--- src/rtl/dmem_arb_pkg.sv ---
`default_nettype none
// ============================================================================
// Module      : dmem_arb_pkg
// Description : Shared FSM state type and funct3 size codes for dmem_arbiter.
// Revision    : 1.0 - initial release
// ============================================================================
package dmem_arb_pkg;

    typedef enum logic [1:0] {
        ST_IDLE   = 2'd0,
        ST_ACCESS = 2'd1,
        ST_RESP   = 2'd2
    } state_t;

    localparam logic [2:0] LB      = 3'b000;
    localparam logic [2:0] LH      = 3'b001;
    localparam logic [2:0] LW      = 3'b010;
    localparam logic [2:0] LBU     = 3'b100;
    localparam logic [2:0] LHU     = 3'b101;
    localparam logic [2:0] INVALID = 3'b111;

    // Stores only exist in signed-size form; unsigned codes are load-only.
    function automatic logic store_size_ok(input logic [2:0] f3);
        return (f3 == LB) || (f3 == LH) || (f3 == LW);
    endfunction

endpackage : dmem_arb_pkg
`default_nettype wire

--- src/rtl/dmem_arb_sel.sv ---
`default_nettype none
// ============================================================================
// Module      : dmem_arb_sel
// Description : Two-requester selector; prio_i picks the winner on conflict
//               (0 = port 0, 1 = port 1). Output is one-hot or zero.
// Revision    : 1.0 - initial release
// ============================================================================
module dmem_arb_sel (
    input  logic [1:0] req_i,
    input  logic       prio_i,
    output logic [1:0] gnt_o
);

    always_comb begin
        gnt_o = 2'b00;
        if (req_i == 2'b11) begin
            gnt_o = prio_i ? 2'b10 : 2'b01;
        end else begin
            gnt_o = req_i;
        end
    end

endmodule : dmem_arb_sel
`default_nettype wire

--- src/rtl/dmem_arbiter.sv ---
`default_nettype none
// ============================================================================
// Module      : dmem_arbiter
// Description : Two-port data-memory arbiter, IDLE -> ACCESS -> RESP sequence,
//               one access per three cycles. Macro DMEM_ARB_RR_EN selects
//               round-robin arbitration; otherwise port 0 has fixed priority.
// Revision    : 1.0 - initial release
// ============================================================================
module dmem_arbiter
    import dmem_arb_pkg::*;
#(
    parameter int DWIDTH = 32,
    parameter int AWIDTH = 32,
    parameter int DEPTH  = 32
) (
    input  logic              clk,
    input  logic              rst,

    input  logic              p0_req,
    input  logic              p0_we,
    input  logic [2:0]        p0_funct3,
    input  logic [AWIDTH-1:0] p0_addr,
    input  logic [DWIDTH-1:0] p0_wdata,
    output logic              p0_gnt,
    output logic              p0_rvalid,
    output logic [DWIDTH-1:0] p0_rdata,

    input  logic              p1_req,
    input  logic              p1_we,
    input  logic [2:0]        p1_funct3,
    input  logic [AWIDTH-1:0] p1_addr,
    input  logic [DWIDTH-1:0] p1_wdata,
    output logic              p1_gnt,
    output logic              p1_rvalid,
    output logic [DWIDTH-1:0] p1_rdata,

    output logic              mem_we,
    output logic [2:0]        mem_funct3,
    output logic [AWIDTH-1:0] mem_addr,
    output logic [DWIDTH-1:0] mem_wdata,
    input  logic [DWIDTH-1:0] mem_rdata
);

    state_t            state_q, state_d;

    logic [1:0]        w_req;
    logic [1:0]        w_sel_gnt;
    logic              w_prio;
    logic              w_take;
    logic              w_in_range;
    logic              w_store_ok;
    logic              w_resp;

    logic              we_q;
    logic [2:0]        f3_q;
    logic [AWIDTH-1:0] addr_q;
    logic [DWIDTH-1:0] wdata_q;
    logic              port_q;
    logic [DWIDTH-1:0] rdata_q;

    assign w_req  = {p1_req, p0_req};
    assign w_take = (state_q == ST_IDLE) && (|w_sel_gnt);

`ifdef DMEM_ARB_RR_EN
    logic prio_q;

    // After granting port 0 prefer port 1 next time, and vice versa.
    always_ff @(posedge clk or posedge rst) begin
        if (rst) begin
            prio_q <= 1'b0;
        end else if (w_take) begin
            prio_q <= w_sel_gnt[0];
        end
    end

    assign w_prio = prio_q;
`else
    assign w_prio = 1'b0;
`endif

    dmem_arb_sel u_sel (
        .req_i  (w_req),
        .prio_i (w_prio),
        .gnt_o  (w_sel_gnt)
    );

    assign p0_gnt = w_take & ~rst & w_sel_gnt[0];
    assign p1_gnt = w_take & ~rst & w_sel_gnt[1];

    always_ff @(posedge clk or posedge rst) begin
        if (rst) begin
            state_q <= ST_IDLE;
        end else begin
            state_q <= state_d;
        end
    end

    assign w_in_range = (addr_q < AWIDTH'(DEPTH));
    assign w_store_ok = we_q & store_size_ok(f3_q) & w_in_range;

    always_comb begin
        state_d    = state_q;
        mem_we     = 1'b0;
        mem_funct3 = INVALID;
        mem_addr   = '0;
        mem_wdata  = '0;
        case (state_q)
            ST_IDLE: begin
                if (|w_sel_gnt) begin
                    state_d = ST_ACCESS;
                end
            end
            ST_ACCESS: begin
                state_d    = ST_RESP;
                mem_we     = w_store_ok;
                mem_funct3 = f3_q;
                mem_addr   = addr_q;
                mem_wdata  = wdata_q;
            end
            ST_RESP: begin
                state_d = ST_IDLE;
            end
            default: begin
                state_d = ST_IDLE;
            end
        endcase
    end

    // Command is latched from the winner only; later field changes are ignored.
    always_ff @(posedge clk or posedge rst) begin
        if (rst) begin
            we_q    <= 1'b0;
            f3_q    <= INVALID;
            addr_q  <= '0;
            wdata_q <= '0;
            port_q  <= 1'b0;
        end else if (w_take) begin
            if (w_sel_gnt[1]) begin
                we_q    <= p1_we;
                f3_q    <= p1_funct3;
                addr_q  <= p1_addr;
                wdata_q <= p1_wdata;
                port_q  <= 1'b1;
            end else begin
                we_q    <= p0_we;
                f3_q    <= p0_funct3;
                addr_q  <= p0_addr;
                wdata_q <= p0_wdata;
                port_q  <= 1'b0;
            end
        end
    end

    // Stores and out-of-range accesses return zero.
    always_ff @(posedge clk or posedge rst) begin
        if (rst) begin
            rdata_q <= '0;
        end else if (state_q == ST_ACCESS) begin
            rdata_q <= (!we_q && w_in_range) ? mem_rdata : '0;
        end
    end

    assign w_resp    = (state_q == ST_RESP);
    assign p0_rvalid = w_resp & ~port_q;
    assign p1_rvalid = w_resp &  port_q;
    assign p0_rdata  = p0_rvalid ? rdata_q : '0;
    assign p1_rdata  = p1_rvalid ? rdata_q : '0;

endmodule : dmem_arbiter
`default_nettype wire

--- config.mk ---
export PLATFORM = sky130hd
export DESIGN_NAME = dmem_arbiter
export DESIGN_NICKNAME = d
export VERILOG_FILES = /design/src/rtl/dmem_arb_pkg.sv /design/src/rtl/dmem_arb_sel.sv /design/src/rtl/dmem_arbiter.sv
export SDC_FILE = /design/constraint.sdc
export NUM_CORES = 1
export LEC_CHECK = 0
export ABC_AREA = 1
export ABC_CLOCK_PERIOD_IN_PS = 3900
export BUFFER_PORTS_ARGS = -buffer_cell sky130_fd_sc_hd__buf_2
export CAP_MARGIN = 25
export CORE_MARGIN = 4
export CORE_UTILIZATION = 35
export DETAILED_ROUTE_END_ITERATION = 10
export MAX_ROUTING_LAYER = met4
export PLACE_DENSITY = 0.67
export SKIP_CTS_REPAIR_TIMING = 1
export SYNTH_ARGS = -nofsm -noshare
export SYNTH_HDL_FRONTEND = slang
export SYNTH_SLANG_ARGS = --single-unit
--- constraint.sdc ---
create_clock -name clk -period 3.9 [get_ports clk]
set_clock_uncertainty 0.15 [all_clocks]
set_input_delay 0 -clock clk [delete_from_list [all_inputs] [get_ports clk]]
set_output_delay 0 -clock clk [all_outputs]
set_load 0.01 [all_outputs]
==> summary.txt <==
Synth
  – Synthesized area: 5770 µm²
  – Yosys warning count: 0
  – Mapped Nets: about 1000
  – Mean Syn Cell Area: ~6.7 µm²
  – Post-Syn Instances: around 870
  – Seq/Total Area, Yosys: 0.448
  – Post-synthesis register bit count: ~100
  – Synth cell types: 19

Timing
  – Final Setup Violations: 0
  – Final TNS setup: 0 ps
  – Achievable Freq: between 300 and 400 MHz
  – Max transition margin: 0.354
  – Tmin final: roughly 2800 ps
  – Final Hold Fails: 0
  – RSZ-0062 raised after global routing: false
  – Max Slew Vio Count: 0
  – Worst slew pin tran: roughly 970 ps
  – Period utilisation layout: 0.712

Worst setup path
  – Crit path kind: register to register
  – R2R depth: 7
  – Peak per-stage delay on the critical path: about 640 ps
  – R2r endpoint: wdata_q[21]$_DFFE_PP0P_
  – Cell family with most CP delay: buffers and inverters
  – CP Data Required Time: 4030 ps
  – Reg2reg start: state_q[1]$_DFFE_PP0P_
  – Worst Path Buf+Inv: 4
  – Worst-path fanout max: 46
  – CP Depth: 7
  – Worst path arrival time: roughly 2900 ps
  – Critical path endpoint: wdata_q[21]$_DFFE_PP0P_
  – Internal reg-to-reg setup slack: roughly 1100 ps
  – CP Launch Type: register
  – Crit path from: state_q[1]$_DFFE_PP0P_
  – Worst path cell trace: inv_1 > o211ai_4 > inv_2 > buf_4 > nor2_1 > a21oi_1 > dlygate4sd3_1
  – Slowest-stage cell, CP: inv_2
  – Critical path capture point type: register

Routing
  – Post-route ant nets: 0
  – 1st-pass router iterations: 5
  – DRT iter0 DRCs: around 320
  – Vias post-DR: roughly 7200
  – Vias per cell: ~4.7
  – Drt wl/cell: 14.3 µm
  – WL final: about 22 mm
  – Drt drc: 0

Placement
  – Post-DP Area: approximately 7400 µm²
  – Hpwl dp: around 14 mm
  – GPL Wtd Cong: just over 0.8
  – I/O Buffers: between 300 and 400

Clocking
  – CTS H-tree depth: 3
  – Num Clock Sinks: ~100
  – Longest Clk Path Bufs: 2
  – Clock Root Buffer: clkbuf_16
  – CTS tree: yes
  – Clock latency at the later pin of the worst-skew pair: 340 ps
  – Num CTS Buffers: 9
  – Reg clk slew, reported paths: roughly 70 ps

Power and ir drop
  – Worst IR drop on VDD: roughly 330 µV
  – Pwr dens: ~600 nW/µm²
  – Pleak: approximately 5.1 nW

Global route
  – Global-route wire length before repair: just under 30 mm
  – Vias in the first global route: ~6000
  – Initial antenna violation count: 0
  – GR Util All Layers: 0.202
  – Largest net degree at the start of global routing: between 90 and 100
  – Remaining global-route overflow: 0

Cells and area
  – NumNets Final: 1482
  – Fillers: 1479
  – Final Cell Area: approximately 9400 µm²
  – Antenna cell count: 0
  – Area grow syn2layout: 63.3%
  – Proportion of layout cells with a drive suffix above 1: 0.262

Die
  – DIE HEIGHT: roughly 140 µm
  – Die area: ~19000 µm²
  – I/O Pins: 308
  – DIE WIDTH: roughly 140 µm
  – Core area: 16000 µm²
  – Cell Rows: 46
  – Starting Density: 0.360

Run
  – Maxcap violations: 0

Outcome
  – Status: completed

Worst hold path
  – Min-delay worst type: primary input to async pin
worst min-delay path by stage:
stage / start / endpoint / slack (ps) / depth (start not counted)
floorplan: rst / p1_gnt / -100 / 1
global placement: p1_funct3[1] / f3_q[1]$_DFFE_PP1P_ / 80 / 3
detailed placement: p1_funct3[1] / f3_q[1]$_DFFE_PP1P_ / 80 / 3
CTS: p1_funct3[1] / f3_q[1]$_DFFE_PP1P_ / -290 / 3
global route: rst / wdata_q[3]$_DFFE_PP0P_ / 10 / 3
finish: rst / wdata_q[3]$_DFFE_PP0P_ / 20 / 3
routing by layer:
layer | part of all wire | vias up | track usage
met5 | 0 | - | -
met4 | 0.021 | 0 | 0.0566
met3 | 0.076 | 40 | 0.0418
met2 | 0.50 | 337 | 0.331
met1 | 0.40 | 3367 | 0.253
li1 | - | 3486 | -
cell usage after synthesis (all sizes together):
cell / instances / area [µm²]
a21oi: 136 / 681
buf: 31 / 189
clkbuf: 23 / 86.3
dfrtp: 100 / 2500
dfstp: 3 / 78.8
inv: 142 / 533
nand2: 146 / 551
nand3: 33 / 165
nor2: 246 / 933
nor3: 5 / 30.0
o211ai: 1 / 12.5
o21ai: 1 / 5.00
placed cells by master (no fill, tap or decap):
| cell | n |
|---|---|
| buf_2 | 307 |
| nor2_1 | 244 |
| dlygate4sd3_1 | 169 |
| nand2_1 | 145 |
| inv_1 | 137 |
| a21oi_1 | 136 |
| dfrtp_1 | 100 |
| nand3_1 | 33 |
| clkbuf_16 | 9 |
| buf_4 | 7 |
| nor3_1 | 4 |
| inv_2 | 3 |
| dfstp_2 | 3 |
| inv_4 | 2 |
| clkinv_2 | 2 |
| buf_16 | 2 |
| nor2_2 | 1 |
| nor2_4 | 1 |
| nand2_2 | 1 |
| o211ai_4 | 1 |
| nor3_2 | 1 |
| o21ai_0 | 1 |
| clkbuf_8 | 1 |
| clkinvlp_4 | 1 |
| bufinv_16 | 1 |
| buf_12 | 1 |
where the power goes:
part	switching, W	internal (W)
combinational	0.00166	0.00140
sequential	0.000270	0.00146
clock	0.000393	0.000506
cell type report:
type,instances,area [µm²],area share
clock buffers,10,239,0.0254
clock inverters,4,47.5,0.00505
inverters,142,538,0.0571
multi-input cells,568,2390,0.253
flip-flops and latches,103,2580,0.274
well taps,216,270,0.0287
repair buffers,486,3360,0.356
cells by family (layout without fill, tap and decap cells):
| family | Yosys count | count (layout) | share of synthesized area |
|---|---|---|---|
| compound gates | 138 | 138 | 0.121 |
| buf+inv | 196 | 642 | 0.140 |
| flops | 103 | 103 | 0.448 |
| simple gates | 430 | 430 | 0.291 |
worst reg2reg max path: stages, from the launching register on:
cell and delay [ps]:
dfrtp_1 410, inv_1 150, o211ai_4 90, inv_2 640
buf_4 450, nor2_1 110, a21oi_1 160, dlygate4sd3_1 560
sequential cells by signal, summed over array words and instances (netlist names):
name,flops
addr_q,32
rdata_q,32
wdata_q,32
f3_q,3
state_q,2
port_q,1
we_q,1
per-stage QoR:
| stage | total power (W) | hold slack (ps) | cells | worst slack, ps | util |
|---|---|---|---|---|---|
| 2_1_floorplan | 0.00320 | -102 | 867 | 1050 | - |
| 3_3_place_gp | 0.00394 | 75.8 | 1343 | 1790 | 0.460 |
| 3_5_place_dp | 0.00397 | 80.9 | 1344 | 1680 | 0.462 |
| 4_1_cts | 0.00489 | -288 | 1358 | 1500 | 0.479 |
| 5_1_grt | 0.00611 | 11.1 | 1529 | 965 | 0.589 |
| 6_report | 0.00569 | 23.2 | 1529 | 1120 | 0.589 |
(Power assumes the default switching activity.)
